$ cat config.mk
export PLATFORM = sky130hd
export DESIGN_NAME = psum_binarizer_flat
export DESIGN_NICKNAME = d
export VERILOG_FILES = /design/src/rtl/bnn_pkg.sv /design/src/rtl/psum_binarizer_if.sv /design/src/rtl/psum_sat_add.sv /design/src/rtl/psum_binarizer.sv /design/src/flat_wrapper.sv
export SDC_FILE = /design/constraint.sdc
export NUM_CORES = 1
export LEC_CHECK = 0
export ABC_AREA = 1
export BUFFER_PORTS_ARGS = -buffer_cell sky130_fd_sc_hd__buf_4
export CORE_MARGIN = 2
export CORE_UTILIZATION = 30
export CTS_CLUSTER_SIZE = 28
export DETAILED_ROUTE_END_ITERATION = 10
export SLEW_MARGIN = 20
export SYNTH_ARGS = -nofsm -noshare
export SYNTH_HDL_FRONTEND = slang
export SYNTH_SLANG_ARGS = --single-unit
$ cat constraint.sdc
create_clock -name clk -period 6 [get_ports clk]
set_input_delay 1.2 -clock clk [delete_from_list [all_inputs] [get_ports clk]]
set_output_delay 1.2 -clock clk [all_outputs]
set_load 0.01 [all_outputs]
$ cat src/rtl/bnn_pkg.sv
`default_nettype none
// ============================================================================
// Module      : bnn_pkg
// Description : Shared definitions for the BNN accelerator datapath: state
//               encodings of the partial-sum binarizer and MAC output sizing.
// Revision    : 1.0 - initial release
// ============================================================================
package bnn_pkg;

  // Binarizer state encodings
  localparam logic [1:0] IDLE  = 2'd0;
  localparam logic [1:0] ACCUM = 2'd1;
  localparam logic [1:0] HOLD  = 2'd2;

  // One MAC beat is a 5x5 XNOR popcount: 0..25 fits in 5 bits
  localparam int MAC_OUT_WIDTH  = 5;
  localparam int MAX_KERNEL_POP = 25;

  typedef enum logic [1:0] {
    ST_IDLE  = IDLE,
    ST_ACCUM = ACCUM,
    ST_HOLD  = HOLD
  } state_t;

endpackage
`default_nettype wire

$ cat src/rtl/psum_binarizer_if.sv
`default_nettype none
// ============================================================================
// Module      : psum_binarizer_if
// Description : Result handshake between the binarizer and the ofmap writer.
//               master = binarizer (drives result + valid),
//               slave  = consumer  (drives ready).
//   out_bit   : binary activation
//   psum_out  : final accumulated sum, valid with out_valid
//   out_valid : result available
//   out_ready : consumer accepts the result
// Revision    : 1.0 - initial release
// ============================================================================
interface psum_binarizer_if #(
  parameter int ACC_WIDTH = 16
);
  logic                 out_bit;
  logic [ACC_WIDTH-1:0] psum_out;
  logic                 out_valid;
  logic                 out_ready;

  modport master (output out_bit, output psum_out, output out_valid, input out_ready);
  modport slave  (input out_bit, input psum_out, input out_valid, output out_ready);
endinterface
`default_nettype wire

$ cat src/rtl/psum_sat_add.sv
`default_nettype none
// ============================================================================
// Module      : psum_sat_add
// Description : Combinational unsigned saturating adder. The sum is formed one
//               bit wider; a carry out clamps the result to all-ones.
//   a, b : addends (ACC_WIDTH)
//   sum  : saturated sum (ACC_WIDTH)
//   sat  : high when the result was clamped
// Revision    : 1.0 - initial release
// ============================================================================
module psum_sat_add #(
  parameter int ACC_WIDTH = 16
) (
  input  logic [ACC_WIDTH-1:0] a,
  input  logic [ACC_WIDTH-1:0] b,
  output logic [ACC_WIDTH-1:0] sum,
  output logic                 sat
);
  logic [ACC_WIDTH:0] full_sum;

  assign full_sum = {1'b0, a} + {1'b0, b};
  assign sat      = full_sum[ACC_WIDTH];
  assign sum      = sat ? {ACC_WIDTH{1'b1}} : full_sum[ACC_WIDTH-1:0];
endmodule
`default_nettype wire

$ cat src/rtl/psum_binarizer.sv
`default_nettype none
// ============================================================================
// Module      : psum_binarizer
// Description : Accumulates num_channels MAC popcount beats into a saturating
//               partial sum, applies the folded batch-norm threshold and
//               presents one activation bit per pixel on a valid/ready port.
//   clk, rst_n    : clock, asynchronous active-low reset
//   start         : begin a pixel; samples num_channels/threshold/invert
//   num_channels  : number of mac_in beats to accumulate
//   threshold     : unsigned compare value (popcount domain)
//   invert        : 1 = negative BN gamma, compare direction flipped
//   mac_in/valid  : MAC popcount beat
//   res           : result handshake (out_bit, psum_out, out_valid, out_ready)
//   busy          : high in ACCUM or HOLD
//   overflow      : sticky, accumulator saturated
//   mac_drop      : sticky, mac_valid seen outside ACCUM
// Revision    : 1.0 - initial release
// ============================================================================
module psum_binarizer
  import bnn_pkg::*;
#(
  parameter int ACC_WIDTH = 16,
  parameter int CH_WIDTH  = 10
) (
  input  logic                     clk,
  input  logic                     rst_n,
  input  logic                     start,
  input  logic [CH_WIDTH-1:0]      num_channels,
  input  logic [ACC_WIDTH-1:0]     threshold,
  input  logic                     invert,
  input  logic [MAC_OUT_WIDTH-1:0] mac_in,
  input  logic                     mac_valid,
  psum_binarizer_if.master         res,
  output logic                     busy,
  output logic                     overflow,
  output logic                     mac_drop
);

  state_t               state, state_nxt;
  logic [ACC_WIDTH-1:0] acc;
  logic [CH_WIDTH-1:0]  cnt;
  logic [CH_WIDTH-1:0]  cfg_n;
  logic [ACC_WIDTH-1:0] cfg_thr;
  logic                 cfg_inv;
  logic                 bit_r;
  logic [ACC_WIDTH-1:0] psum_r;
  logic                 ovf_r;
  logic                 drop_r;

  logic [ACC_WIDTH-1:0] add_b;
  logic [ACC_WIDTH-1:0] sum;
  logic                 sat;
  logic                 take_start;
  logic                 beat;
  logic                 last_beat;

  function automatic logic binarize(input logic [ACC_WIDTH-1:0] p,
                                    input logic [ACC_WIDTH-1:0] thr,
                                    input logic                 inv);
    return inv ? (p < thr) : (p >= thr);
  endfunction

  assign add_b = {{(ACC_WIDTH-MAC_OUT_WIDTH){1'b0}}, mac_in};

  psum_sat_add #(.ACC_WIDTH(ACC_WIDTH)) u_sat_add (
    .a   (acc),
    .b   (add_b),
    .sum (sum),
    .sat (sat)
  );

  // A new pixel is accepted from IDLE, or from HOLD only together with the
  // handshake so back-to-back pixels need no idle cycle.
  assign take_start = start && ((state == ST_IDLE) || ((state == ST_HOLD) && res.out_ready));
  assign beat       = (state == ST_ACCUM) && mac_valid;
  // cfg_n is never zero in ACCUM, so cfg_n-1 cannot wrap here.
  assign last_beat  = beat && (cnt == cfg_n - 1'b1);

  always_comb begin
    state_nxt = state;
    case (state)
      ST_IDLE: begin
        if (take_start) state_nxt = (num_channels == '0) ? ST_HOLD : ST_ACCUM;
      end
      ST_ACCUM: begin
        if (last_beat) state_nxt = ST_HOLD;
      end
      ST_HOLD: begin
        if (take_start)        state_nxt = (num_channels == '0) ? ST_HOLD : ST_ACCUM;
        else if (res.out_ready) state_nxt = ST_IDLE;
      end
      default: state_nxt = ST_IDLE;
    endcase
  end

  always_ff @(posedge clk or negedge rst_n) begin
    if (!rst_n) begin
      state   <= ST_IDLE;
      acc     <= '0;
      cnt     <= '0;
      cfg_n   <= '0;
      cfg_thr <= '0;
      cfg_inv <= 1'b0;
      bit_r   <= 1'b0;
      psum_r  <= '0;
      ovf_r   <= 1'b0;
      drop_r  <= 1'b0;
    end else begin
      state <= state_nxt;

      if (take_start) begin
        cfg_n   <= num_channels;
        cfg_thr <= threshold;
        cfg_inv <= invert;
        acc     <= '0;
        cnt     <= '0;
        // Zero-channel pixel: result is the threshold test of an empty sum.
        if (num_channels == '0) begin
          psum_r <= '0;
          bit_r  <= binarize('0, threshold, invert);
        end
      end

      if (beat) begin
        acc   <= sum;
        cnt   <= cnt + 1'b1;
        ovf_r <= ovf_r | sat;
        if (last_beat) begin
          psum_r <= sum;
          bit_r  <= binarize(sum, cfg_thr, cfg_inv);
        end
      end

      if (mac_valid && (state != ST_ACCUM)) drop_r <= 1'b1;
    end
  end

  assign res.out_valid = (state == ST_HOLD);
  assign res.out_bit   = bit_r;
  assign res.psum_out  = psum_r;
  assign busy          = (state != ST_IDLE);
  assign overflow      = ovf_r;
  assign mac_drop      = drop_r;

endmodule
`default_nettype wire

$ cat src/flat_wrapper.sv
// flat-port wrapper written by rule: the top's interface ports become plain ports
module psum_binarizer_flat import bnn_pkg::*;
#(
  parameter int ACC_WIDTH = 16,
  parameter int CH_WIDTH  = 10
)
  (clk, rst_n, start, num_channels, threshold, invert, mac_in, mac_valid, busy, overflow, mac_drop, res_out_bit, res_psum_out, res_out_valid, res_out_ready);
  psum_binarizer_if #(.ACC_WIDTH(ACC_WIDTH)) res_i ();
  input  logic clk;
  input  logic rst_n;
  input  logic start;
  input  logic [CH_WIDTH-1:0] num_channels;
  input  logic [ACC_WIDTH-1:0] threshold;
  input  logic invert;
  input  logic [MAC_OUT_WIDTH-1:0] mac_in;
  input  logic mac_valid;
  output logic busy;
  output logic overflow;
  output logic mac_drop;
  output wire logic [$bits(res_i.out_bit)-1:0] res_out_bit;
  output wire logic [$bits(res_i.psum_out)-1:0] res_psum_out;
  output wire logic [$bits(res_i.out_valid)-1:0] res_out_valid;
  input wire logic [$bits(res_i.out_ready)-1:0] res_out_ready;
  assign res_out_bit = res_i.out_bit;
  assign res_psum_out = res_i.psum_out;
  assign res_out_valid = res_i.out_valid;
  assign res_i.out_ready = res_out_ready;
  psum_binarizer #(.ACC_WIDTH(ACC_WIDTH), .CH_WIDTH(CH_WIDTH)) u_core (.clk(clk), .rst_n(rst_n), .start(start), .num_channels(num_channels), .threshold(threshold), .invert(invert), .mac_in(mac_in), .mac_valid(mac_valid), .res(res_i), .busy(busy), .overflow(overflow), .mac_drop(mac_drop));
endmodule
# After elaboration in Yosys (flattened, before gate mapping)
# Index checks and enable logic that the tools add are counted.
[classes] n_addsub=3 mul=0 div=0 order_cmp=4 eq_ne=7 shift=0 muxes=21 n_bitwise=1 reduce_logical=11
[op_table] op="16-bit two-way mux" count=7
[op_table] op="10-bit two-way mux" count=2
[op_table] op="16-bit by 5-bit adder with 17-bit output" count=1
[op_table] op="1-bit by 16-bit greater-or-equal comparator with 1-bit output, first input constant" count=1
[op_table] op="16-bit greater-or-equal comparator" count=1
[op_table] op="1-bit by 16-bit < comparator with 1-bit output, first input constant" count=1
[op_table] op="16-bit < comparator" count=1
[op_table] op="10-bit by 1-bit adder with 10-bit output, second input constant" count=1
[op_table] op="10-bit equality test" count=1
[op_table] op="10-bit logical NOT" count=1
[op_table] op="2-bit two-way mux" count=5
[op_table] op="10-bit by 1-bit subtractor with 10-bit output, second input constant" count=1
[op_table] op="1-bit two-way mux" count=6
[op_table] op="2-bit by 1-bit != test with 1-bit output, second input constant" count=3
[op_table] op="2-bit one-hot mux with 3 select lines" count=1
[op_table] op="1-bit logical AND" count=5
[op_table] op="2-bit nonzero test" count=2
[op_table] op="3-bit by 1-bit != test with 1-bit output, second input constant" count=1
[op_table] op="3-bit AND reduction" count=1
[op_table] op="2-bit by 1-bit equality test with 1-bit output, second input constant" count=1
[op_table] op="2-bit equality test, second input constant" count=1
[op_table] op="2-bit logical NOT" count=1
[op_table] op="1-bit logical OR" count=1
[op_table] op="1-bit bitwise OR" count=1
[word_totals] regBits=74 latch_bits=0 ram_bits=0 romBits=0 input_bits=37 output_inout_bits=21 elab_cells=57 memories=0

# Depth between registers and ports, before layout
# Gate-level depths: netlist (run 1).
[depth] word_depth=7 mapped_depth=23 mapped_depth_nobuf=23

# By module
# From an unflattened synthesis (run 1), not the netlist that was laid out.
[hier_totals] hier_cells=717 area_unflattened_um2=5044.8
[by_module_without_submodules] mod="psum_binarizer" n_inst=1 cells_per_inst=496 area_per_inst_um2=3918.8 seq_area_each_um2=1851.8
[by_module_without_submodules] mod="psum_sat_add" n_inst=1 cells_per_inst=221 area_per_inst_um2=1126.1 seq_area_each_um2=0.0

# Worst setup path after synthesis (run 1)
# No wires, ideal clock.
[synth_timing] path_type="input port to flip-flop" from="input mac_in[0]" to="register u_core.bit_r (netlist: u_core.res.out_bit)" setup_ps=121 t_arrival_ps=3498 t_required_ps=5879 slack_ps=2380 stages=20 path_cell_list="ha_1 > fa_1 > nand3_1 > nand2_1 > nand3_1 > o21ai_2 > nand2_2 > inv_1 > or2_2 > ha_1 > a21oi_1 > o21ai_0 > nand2_1 > nand3_1 > nand2_1 > nand3_1 > nand2_1 > inv_1 > nand3_1 > nand2_1"
[synth_between] elab_chain_len=6 word_cells_on_any_way=7 cone_classes="1 x add/sub; 2 x order compare; 4 x mux"
[synth_lines] element="start, declared" line_no="flat_wrapper.sv:15" source="input logic [MAC_OUT_WIDTH-1:0] mac_in;"
[synth_lines] element="16-bit by 5-bit adder with 17-bit output *" line_no="psum_sat_add.sv:21" source="assign full_sum = {1'b0, a} + {1'b0, b};"
[synth_lines] element="16-bit two-way mux *" line_no="psum_sat_add.sv:23" source="assign sum = sat ? {ACC_WIDTH{1'b1}} : full_sum[ACC_WIDTH-1:0];"
[synth_lines] element="16-bit greater-or-equal comparator or 16-bit < comparator (tied branches)" line_no="psum_binarizer.sv:60" source="return inv ? (p < thr) : (p >= thr);"
[synth_lines] element="1-bit two-way mux *" line_no="psum_binarizer.sv:60"
[synth_lines] element="1-bit two-way mux *" line_no="psum_binarizer.sv:128" source="if (last_beat) begin"
[synth_lines] element="1-bit two-way mux *" line_no="psum_binarizer.sv:124" source="if (beat) begin"
[synth_lines] element="end signal, assigned" line_no="psum_binarizer.sv:120" source="bit_r <= binarize('0, threshold, invert);"
[synth_lines] element="end signal, assigned" line_no="psum_binarizer.sv:130" source="bit_r <= binarize(sum, cfg_thr, cfg_inv);"
[synth_lines] element="end, declared" line_no="psum_binarizer.sv:45" source="logic bit_r;"
# Every way passes the cells marked *; elsewhere a longest branch is shown, timed or not.
# A chain may end at the register's enable or synchronous reset.

# Worst setup path after layout (run 1)
# Same ends and word-level chain as after synthesis.

==> results of run 1 <==
## state kept, by name, summed over array words and instances, names as in the netlist
name                 count
u_core.res.out_bit       1
u_core.res.psum_out     16
u_core.cfg_inv           1
u_core.cnt              10
u_core.cfg_n            10
u_core.acc              16
u_core.state             2
u_core.overflow          1
u_core.cfg_thr          16
u_core.mac_drop          1
## routing by layer
metal  global-route usage, %  share of wire (%)  vias to the layer above
met5                       0                  0                        -
met2                    22.1                 41                       86
met1                    22.5                 54                     1812
met3                    2.36                4.0                       10
met4                    4.91                1.5                        0
li1                        -                  -                     2064
## cells in the mapped netlist (all sizes together), types with 3 or more instances
library cell	n
o22ai	6
inv	97
o21bai	3
nor3	8
nand3b	4
xnor2	5
o21ai	55
clkbuf	8
nor2	36
or2	4
ha	23
nand2	161
buf	7
dfrtp	74
xor2	4
nand4	13
nand3	73
a21oi	13
## critical path, stage by stage
cell and delay, ns:
buf_4 0.11, ha_1 0.23, fa_1 0.41, nand3_1 0.13, nand2_1 0.10, nand3_1 0.11, o21ai_2 0.11, nand2_2 0.12
inv_1 0.06, or2_2 0.30, ha_1 0.30, a21oi_1 0.07, o21ai_0 0.16, nand2_1 0.07, nand3_1 0.06, nand2_1 0.06
nand2_1 0.06, nand2_1 0.04, nand2_1 0.05, inv_1 0.03, nand3_1 0.05, nand2_1 0.05
## where the power goes
group          switching (W)  internal, W  leakage, nW
Combinational       0.000560     0.000339         1.73
Clock               0.000194     0.000296        0.128
Sequential          0.000127     0.000634        0.969
## final timing paths
kind                                         from                 end  slack, ns  cells after the start
worst max-delay path                    mac_in[0]  u_core.res.out_bit       2.31                     22
worst min-delay path            u_core.cfg_thr[9]   u_core.cfg_thr[9]       0.48                      2
worst max register to register      u_core.acc[0]  u_core.res.out_bit       2.90                     21
worst min register to register  u_core.cfg_thr[9]   u_core.cfg_thr[9]       0.48                      2
max in group asynchronous                   rst_n       u_core.acc[4]       4.35                      1
min in group asynchronous                   rst_n     u_core.cfg_n[4]       1.00                      1
## through the flow
stage	setup WS [ns]	instances	util, %	power, W	hold slack (ns)
CTS	2.34	845	36.6	0.00216	0.487
detailed placement	1.98	832	34.8	0.00166	0.475
global route	1.96	845	36.6	0.00235	0.508
floorplan	2.38	605	-	0.00141	0.453
finish	2.31	845	36.6	0.00215	0.485
global placement	2.06	832	34.8	0.00165	0.466
## layout make-up
cell class,instances,area share [%]
multi-input combinational,417,41.3
clock buffer,13,4.85
timing repair buffer,58,8.12
tap,184,4.29
sequential,74,34.5
inverter,99,6.93
## kinds of logic (layout without fill, tap and decap cells)
kind of cell | count (synthesis) | in the layout | share of synthesized area [%]
xor+xnor | 10 | 10 | 2.41
flops | 74 | 74 | 41.0
compound gates | 82 | 82 | 9.73
fa+ha+maj | 24 | 24 | 6.82
buf+inv | 114 | 170 | 9.95
simple gates | 301 | 301 | 30.1
==> results.json, run 1 <==
{
  "synth_cells": 605,
  "place_area_um2": 5100,
  "nets": 720,
  "worstSkewPairLatency_ns": 0.33,
  "ys_ff_latch": 74,
  "antenna_found_initial": 0,
  "grt_start_max_net_pins": 75,
  "status": "completed",
  "drtPass1Iterations": 5,
  "crit_path_max_fanout": 5,
  "fmax_ghz": 0.271,
  "numClockSinks": 74,
  "period_needed_ns": 3.69,
  "cts_tree": "built",
  "p_per_area_nw_per_um2": 401,
  "synth.largest_area_cell": "dfrtp_1",
  "pin_count": 58,
  "hold_buffers": 0,
  "clkTransAtPathRegs_ns": 0.05,
  "fin_skew_ns": 0.00488,
  "cap_violations": 0,
  "grt_usage_pct": 15.0,
  "synthToLayoutAreaGrowth_pct": 18.8,
  "rsz0062_at_grt": "no",
  "mostFrequentLayoutCells": "nand2_1, inv_1, dfrtp_1",
  "syn_area_um2": 4510,
  "relSlewSlack_pct": 33.9,
  "cts_root_buffer": "clkbuf_16",
  "setup_viol": 0,
  "period_share_pct": 61.5,
  "cts_made_buffers": 9,
  "wl_per_cell_um": 13.3,
  "ys_async_sr_fraction_pct": 100,
  "peakVddDrop_v": 0.000251,
  "multi_input_area_um2": 2210,
  "synth_ff_type": "dfrtp_1",
  "num_vias": 3972,
  "avgSynthCellArea_um2": 7.46,
  "syn_nets": 666,
  "ys_seq_area_share_pct": 41.0,
  "post_cts_buffers": 0,
  "synth_edf_count": 0,
  "fillers": 1569,
  "critical_path_arrival_ns": 3.90,
  "die_w_um": 127,
  "clk_path_buf_depth": 2,
  "drive_gt1_share_pct": 13.8,
  "cts-resized-gates": 0,
  "grt_pass1_wl_um": 19200,
  "vias_per_cell": 4.70,
  "wl_um": 11200,
  "crit_type": "in -> reg",
  "portBuffers": 57,
  "antenna_left": 0,
  "yosys.area.top_type_share_pct": 41.0,
  "ys_top_cells_by_area": "dfrtp_1, nand2_1, inv_1, nand3_1, ha_1",
  "fin_area_um2": 5360,
  "gr-total-overflow": 0,
  "start_kind": "input port",
  "tns_ns": 0,
  "hold_violations": 0,
  "htree_levels": 3,
  "worstMarginPinSlew_ns": 0.988,
  "register_area_um2": 1850,
  "drc": 0,
  "power_leakage_nw": 2.83,
  "final_common_cell": "nand2_1",
  "antenna_cells": 0,
  "rows": 44,
  "gp_congestion": 0.844,
  "synth_cell_types": 38,
  "die_area_um2": 16000,
  "slew_viol_final": 0,
  "endpoint_kind": "flop",
  "drt_iter0_markers": 254,
  "core-area_um2": 14600,
  "start_util_pct": 30.8,
  "worstPathRequired_ns": 6.21,
  "die_h_um": 127,
  "hp-class": "reg -> reg",
  "grt_pass1_vias": 3849,
  "ys_warn_count": 0,
  "hpwl_um": 8230
}
Power figures use the tool's default switching activity.
==> run 2, diff against run 1 <==
==> constraint.sdc (replaced) <==
create_clock -name clk -period 3.2 [get_ports clk]
set_input_delay 0.64 -clock clk [delete_from_list [all_inputs] [get_ports clk]]
set_output_delay 0.64 -clock clk [all_outputs]
set_load 0.01 [all_outputs]
==> run 2 against run 1 <==
Clock power increased by 130%. Sequential cell count unchanged. Sequential share of layout area decreased by 1.6 points. Final area increased by 5.0%. Total power increased by 100%. Sequential power increased by 88%. Die area unchanged. Routed wire length increased by 0.61%. Utilization increased by 1.8 points. Critical path type unchanged. Count of clock-buffer cells in the layout decreased by 1.
==> results.json, run 2 (synthesis gave the netlist of run 1 again) <==
{
  "status": "completed",
  "die_h_um": 127,
  "antenna_cells": 0,
  "whs_ns": 0.451,
  "r2r_setup_slack_ns": 0.27,
  "drive_gt1_share_pct": 17.7,
  "portBuffers": 57,
  "final_common_cell": "nand2_1",
  "rows": 44,
  "power_leakage_nw": 2.99,
  "slowest_stage": "fa_1",
  "fillers": 1536,
  "wl_um": 11300,
  "rsz0062_at_grt": "no",
  "cts_tree": "built",
  "clk_path_buf_depth": 2,
  "critical_path_arrival_ns": 3.20,
  "worstPathRequired_ns": 3.43,
  "antenna_left": 0,
  "fmax_ghz": 0.336,
  "hold_violations": 0,
  "setup_viol": 0,
  "pin_count": 58,
  "die_w_um": 127,
  "power_w": 0.00430,
  "clkTransAtPathRegs_ns": 0.06,
  "cts_root_buffer": "clkbuf_16",
  "start_kind": "input port",
  "endpoint_kind": "flop",
  "crit_path_cell_trace": "buf_4 -> ha_1 -> fa_1 -> nand3_1 -> nand2_1 -> nand3_1 -> o21ai_2 -> nand2_2 -> inv_1 -> or2_2 -> ha_1 -> a21oi_1 -> o21ai_1 -> nand2_1 -> nand3_1 -> nand2_1 -> nand3_1 -> nand2_1 -> inv_1 -> nand3_1 -> nand2_1",
  "peakVddDrop_v": 0.000370,
  "relSlewSlack_pct": 36.3,
  "p_per_area_nw_per_um2": 764,
  "grt_pass1_wl_um": 19200,
  "nets": 745,
  "numClockSinks": 74,
  "hp-class": "in -> async",
  "slew_viol_final": 0,
  "mostFrequentLayoutCells": "nand2_1, inv_1, buf_4",
  "critPathMaxStageDelay_ns": 0.39,
  "grt_usage_pct": 14.9,
  "die_area_um2": 16000,
  "crit_type": "in -> reg",
  "vias_per_cell": 4.65,
  "fin_skew_ns": 0.00709,
  "drt_iter0_markers": 211,
  "worstReg2RegStart": "u_core.acc[0]",
  "cts_made_buffers": 9,
  "worstMarginPinSlew_ns": 0.955,
  "reg2regPathDepth": 20,
  "htree_levels": 3,
  "final_core_util_pct": 38.5,
  "gp_congestion": 0.854,
  "fin_area_um2": 5630,
  "drtPass1Iterations": 6,
  "pre_cts_ws_ns": -0.157,
  "grt_start_max_net_pins": 75,
  "r2r-end": "u_core.res.out_bit",
  "gr-total-overflow": 0,
  "post_cts_buffers": 0,
  "synthToLayoutAreaGrowth_pct": 24.8,
  "num_vias": 4059,
  "wl_per_cell_um": 13.0,
  "period_share_pct": 92.9,
  "antenna_found_initial": 0,
  "start_util_pct": 30.8,
  "grt_pass1_vias": 3792,
  "place_area_um2": 5290,
  "worstSkewPairLatency_ns": 0.34,
  "setup_ws_ns": 0.227,
  "drc": 0,
  "crit_path_max_fanout": 3,
  "hpwl_um": 8600,
  "cap_violations": 0,
  "hold_buffers": 0,
  "core-area_um2": 14600,
  "period_needed_ns": 2.97
}
==> run 2: worst max path at each step <==
| stage | from | end | slack [ns] | cells after the start |
|---|---|---|---|---|
| 3_5_place_dp | mac_in[0] | u_core.res.out_bit | -0.16 | 22 |
| 2_1_floorplan | mac_in[0] | u_core.res.out_bit | 0.14 | 20 |
| 4_1_cts | mac_in[0] | u_core.res.out_bit | 0.22 | 22 |
| 5_1_grt | mac_in[0] | u_core.res.out_bit | 0.01 | 19 |
| 6_report | mac_in[0] | u_core.res.out_bit | 0.23 | 21 |
| 3_3_place_gp | mac_in[0] | u_core.res.out_bit | -0.07 | 22 |
==> run 2: routing by layer <==
layer / global-route usage [%] / part of all wire, % / vias to the layer above
li1: - / - / 2125
met1: 22.4 / 53 / 1831
met2: 21.4 / 42 / 88
met3: 2.78 / 3.7 / 15
met4: 5.24 / 1.9 / 0
met5: 0 / 0 / -
==> run 2: timing repair <==
item,CTS,global route
hold endpoints to repair,0,0
endpoints found under the setup margin,0,1
resized for setup,0,2
==> run 2: critical path, delay by kind of cell <==
family | cells | cell delay, ns
AOI/OAI and AO/OA | 3 | 0.31
adders and majority gates | 3 | 0.90
buffers and inverters | 3 | 0.20
and+or+nand+nor | 12 | 1.15
==> run 2: metrics by stage <==
step,std cells,TNS [ns]
floorplan,605,0
global placement,857,-0.0740
detailed placement,857,-0.157
CTS,873,0
global route,873,0
finish,873,0
==> run 2: layout make-up <==
cell class | count | area [um^2] | share of cell area, %
flip-flops and latches | 74 | 1850 | 32.9
inverters | 99 | 372 | 6.60
clock inverters | 4 | 72.6 | 1.29
repair buffers | 83 | 623 | 11.1
multi-input cells | 417 | 2220 | 39.3
clock buffers | 12 | 267 | 4.73
well taps | 184 | 230 | 4.09
==> run 2: report_power, final <==
group	total [W]	internal (W)	switching, W
Combinational	0.00174	0.000687	0.00105
Sequential	0.00143	0.00119	0.000238
Clock	0.00113	0.000745	0.000390
==> run 3, diff against run 2 <==
--- a/config.mk
+++ b/config.mk
@@ -8,9 +8,10 @@
 export ABC_AREA = 1
 export BUFFER_PORTS_ARGS = -buffer_cell sky130_fd_sc_hd__buf_4
 export CORE_MARGIN = 2
-export CORE_UTILIZATION = 30
+export CORE_UTILIZATION = 50
 export CTS_CLUSTER_SIZE = 28
 export DETAILED_ROUTE_END_ITERATION = 10
+export PLACE_DENSITY = 0.73
 export SLEW_MARGIN = 20
 export SYNTH_ARGS = -nofsm -noshare
 export SYNTH_HDL_FRONTEND = slang
==> run 3 against run 2 <==
Sequential power barely moved. Utilization rose by 24 points. Total power fell by 4.1%. Clock power fell by 20%. Final area fell by 3.6%. Critical path depth rose by 1. Die area fell by 39%. Maximum frequency rose by 2.9%. Hold slack got worse by 0.043 ns. Non-clock buffer count fell by 5. Clock skew rose by 0.0023 ns. Largest cell class unchanged.
==> results.json, run 3 (synthesis gave the netlist of run 1 again) <==
{
  "wl_um": 10900,
  "post_cts_buffers": 0,
  "status": "completed",
  "drc": 0,
  "setup_viol": 0,
  "grt_pass1_vias": 3919,
  "setup_ws_ns": 0.310,
  "path_buf_inv": 3,
  "die_w_um": 99.0,
  "hpwl_um": 8110,
  "whs_ns": 0.408,
  "rsz0062_at_grt": "no",
  "p_per_area_nw_per_um2": 760,
  "crit_type": "in -> reg",
  "mostFrequentLayoutCells": "nand2_1, inv_1, buf_4",
  "worstMarginPinSlew_ns": 0.912,
  "pre_cts_ws_ns": -0.0863,
  "slowest_stage": "fa_2",
  "critical_path.top_delay_family": "simple AND/OR/NAND/NOR gates",
  "drt_iter0_markers": 308,
  "relSlewSlack_pct": 39.2,
  "antenna_left": 0,
  "final_core_util_pct": 62.2,
  "worstSkewPairLatency_ns": 0.35,
  "num_vias": 4188,
  "cts_tree": "built",
  "rows": 34,
  "htree_levels": 3,
  "numClockSinks": 74,
  "clkTransAtPathRegs_ns": 0.08,
  "antenna_found_initial": 0,
  "fin_skew_ns": 0.00940,
  "clk_path_buf_depth": 2,
  "cap_violations": 0,
  "critical_path_arrival_ns": 3.12,
  "hp-class": "in -> async",
  "start_util_pct": 51.8,
  "nets": 740,
  "worstPathRequired_ns": 3.43,
  "cts_root_buffer": "clkbuf_8",
  "portBuffers": 57,
  "grt_usage_pct": 23.6,
  "die_h_um": 99.0,
  "period_needed_ns": 2.89,
  "slew_viol_final": 0,
  "die_area_um2": 9800,
  "crit_path_cell_trace": "buf_4 -> ha_1 -> fa_2 -> nand3_1 -> nand2_1 -> nand3_1 -> o21ai_2 -> nand2_2 -> inv_1 -> or2_2 -> ha_4 -> a21oi_2 -> o21ai_0 -> nand2_1 -> nand3_1 -> nand2_1 -> nand2_1 -> nand2_1 -> nand2_1 -> inv_1 -> nand3_1 -> nand2_1",
  "fmax_ghz": 0.346,
  "fin_area_um2": 5430,
  "crit_path_max_fanout": 3,
  "crit_top_cell": "nand2_1",
  "critPathMaxStageDelay_ns": 0.35,
  "fillers": 764,
  "drtPass1Iterations": 5,
  "grt_start_max_net_pins": 75,
  "power_leakage_nw": 2.93,
  "grt_pass1_wl_um": 18700,
  "gr-total-overflow": 0,
  "drive_gt1_share_pct": 17.4,
  "period_share_pct": 90.3,
  "core-area_um2": 8720,
  "gp_congestion": 0.988,
  "cts-resized-gates": 0,
  "peakVddDrop_v": 0.000467,
  "vias_per_cell": 5.29,
  "hold_buffers": 0,
  "start_kind": "input port",
  "pin_count": 58,
  "cts_made_buffers": 9,
  "endpoint_kind": "flop",
  "synthToLayoutAreaGrowth_pct": 20.2,
  "antenna_cells": 0,
  "final_common_cell": "nand2_1",
  "place_area_um2": 5160,
  "hold_violations": 0,
  "wl_per_cell_um": 13.7
}
-- run 3: changes by cell type in the layout (fill, tap and decap cells not counted), sizes merged --
cell	delta
bufinv	+1
clkinv	+1
buf	-5
clkinvlp	-1
clkbuf	-1
-- run 3: report_power, final --
part	switching (W)	total (W)	internal, W	leakage [nW]
Clock	0.000349	0.000907	0.000558	0.129
Sequential	0.000247	0.00143	0.00119	0.969
Combinational	0.00108	0.00178	0.000710	1.83
Total	0.00167	0.00412	0.00245	2.93
-- run 3: layout make-up --
class / count / area (um^2) / area share (%)
clock buffers: 11 / 151 / 2.79
repair buffers: 78 / 586 / 10.8
well taps: 108 / 135 / 2.49
clock inverters: 5 / 100 / 1.84
multi-input cells: 417 / 2230 / 41.1
flip-flops and latches: 74 / 1850 / 34.1
inverters: 99 / 372 / 6.85
-- run 3: layer usage --
metal  vias up  global-route usage [%]  share of wire, %
met5         -                       0                 0
met4         0                    8.11               1.6
met3        18                    2.98               4.9
met2       122                    36.5                45
met1      1949                    34.4                49
li1       2099                       -                 -
-- run 3: per-stage QoR --
| stage | TNS [ns] | instances | power (W) |
|---|---|---|---|
| 2_1_floorplan | 0 | 605 | 0.00265 |
| 3_3_place_gp | -0.0294 | 776 | 0.00311 |
| 5_1_grt | 0 | 792 | 0.00450 |
| 4_1_cts | 0 | 792 | 0.00408 |
| 3_5_place_dp | -0.0863 | 776 | 0.00317 |
| 6_report | 0 | 792 | 0.00412 |
-- run 3: worst reg2reg max path, stage by stage, from the launching register on --
cell and delay (ns):
dfrtp_1 0.40, ha_1 0.22, fa_2 0.35, nand3_1 0.11, nand2_1 0.10, nand3_1 0.11
o21ai_2 0.07, nand2_2 0.06, inv_1 0.04, or2_2 0.30, ha_4 0.28, a21oi_2 0.04
o21ai_0 0.15, nand2_1 0.07, nand3_1 0.09, nand2_1 0.07, nand2_1 0.07, nand2_1 0.05
nand2_1 0.05, inv_1 0.03, nand3_1 0.05, nand2_1 0.05
-- run 3: worst paths after layout --
check / slack [ns] / endpoint / depth (start not counted) / from
max in group asynchronous: 2.18 / u_core.acc[4] / 1 / rst_n
min reg2reg: 0.48 / u_core.mac_drop / 1 / u_core.mac_drop
min in group clk: 0.48 / u_core.mac_drop / 1 / u_core.mac_drop
max reg2reg: 0.32 / u_core.res.out_bit / 21 / u_core.acc[0]
min: 0.41 / u_core.cfg_n[4] / 1 / rst_n
max: 0.31 / u_core.res.out_bit / 22 / mac_in[0]
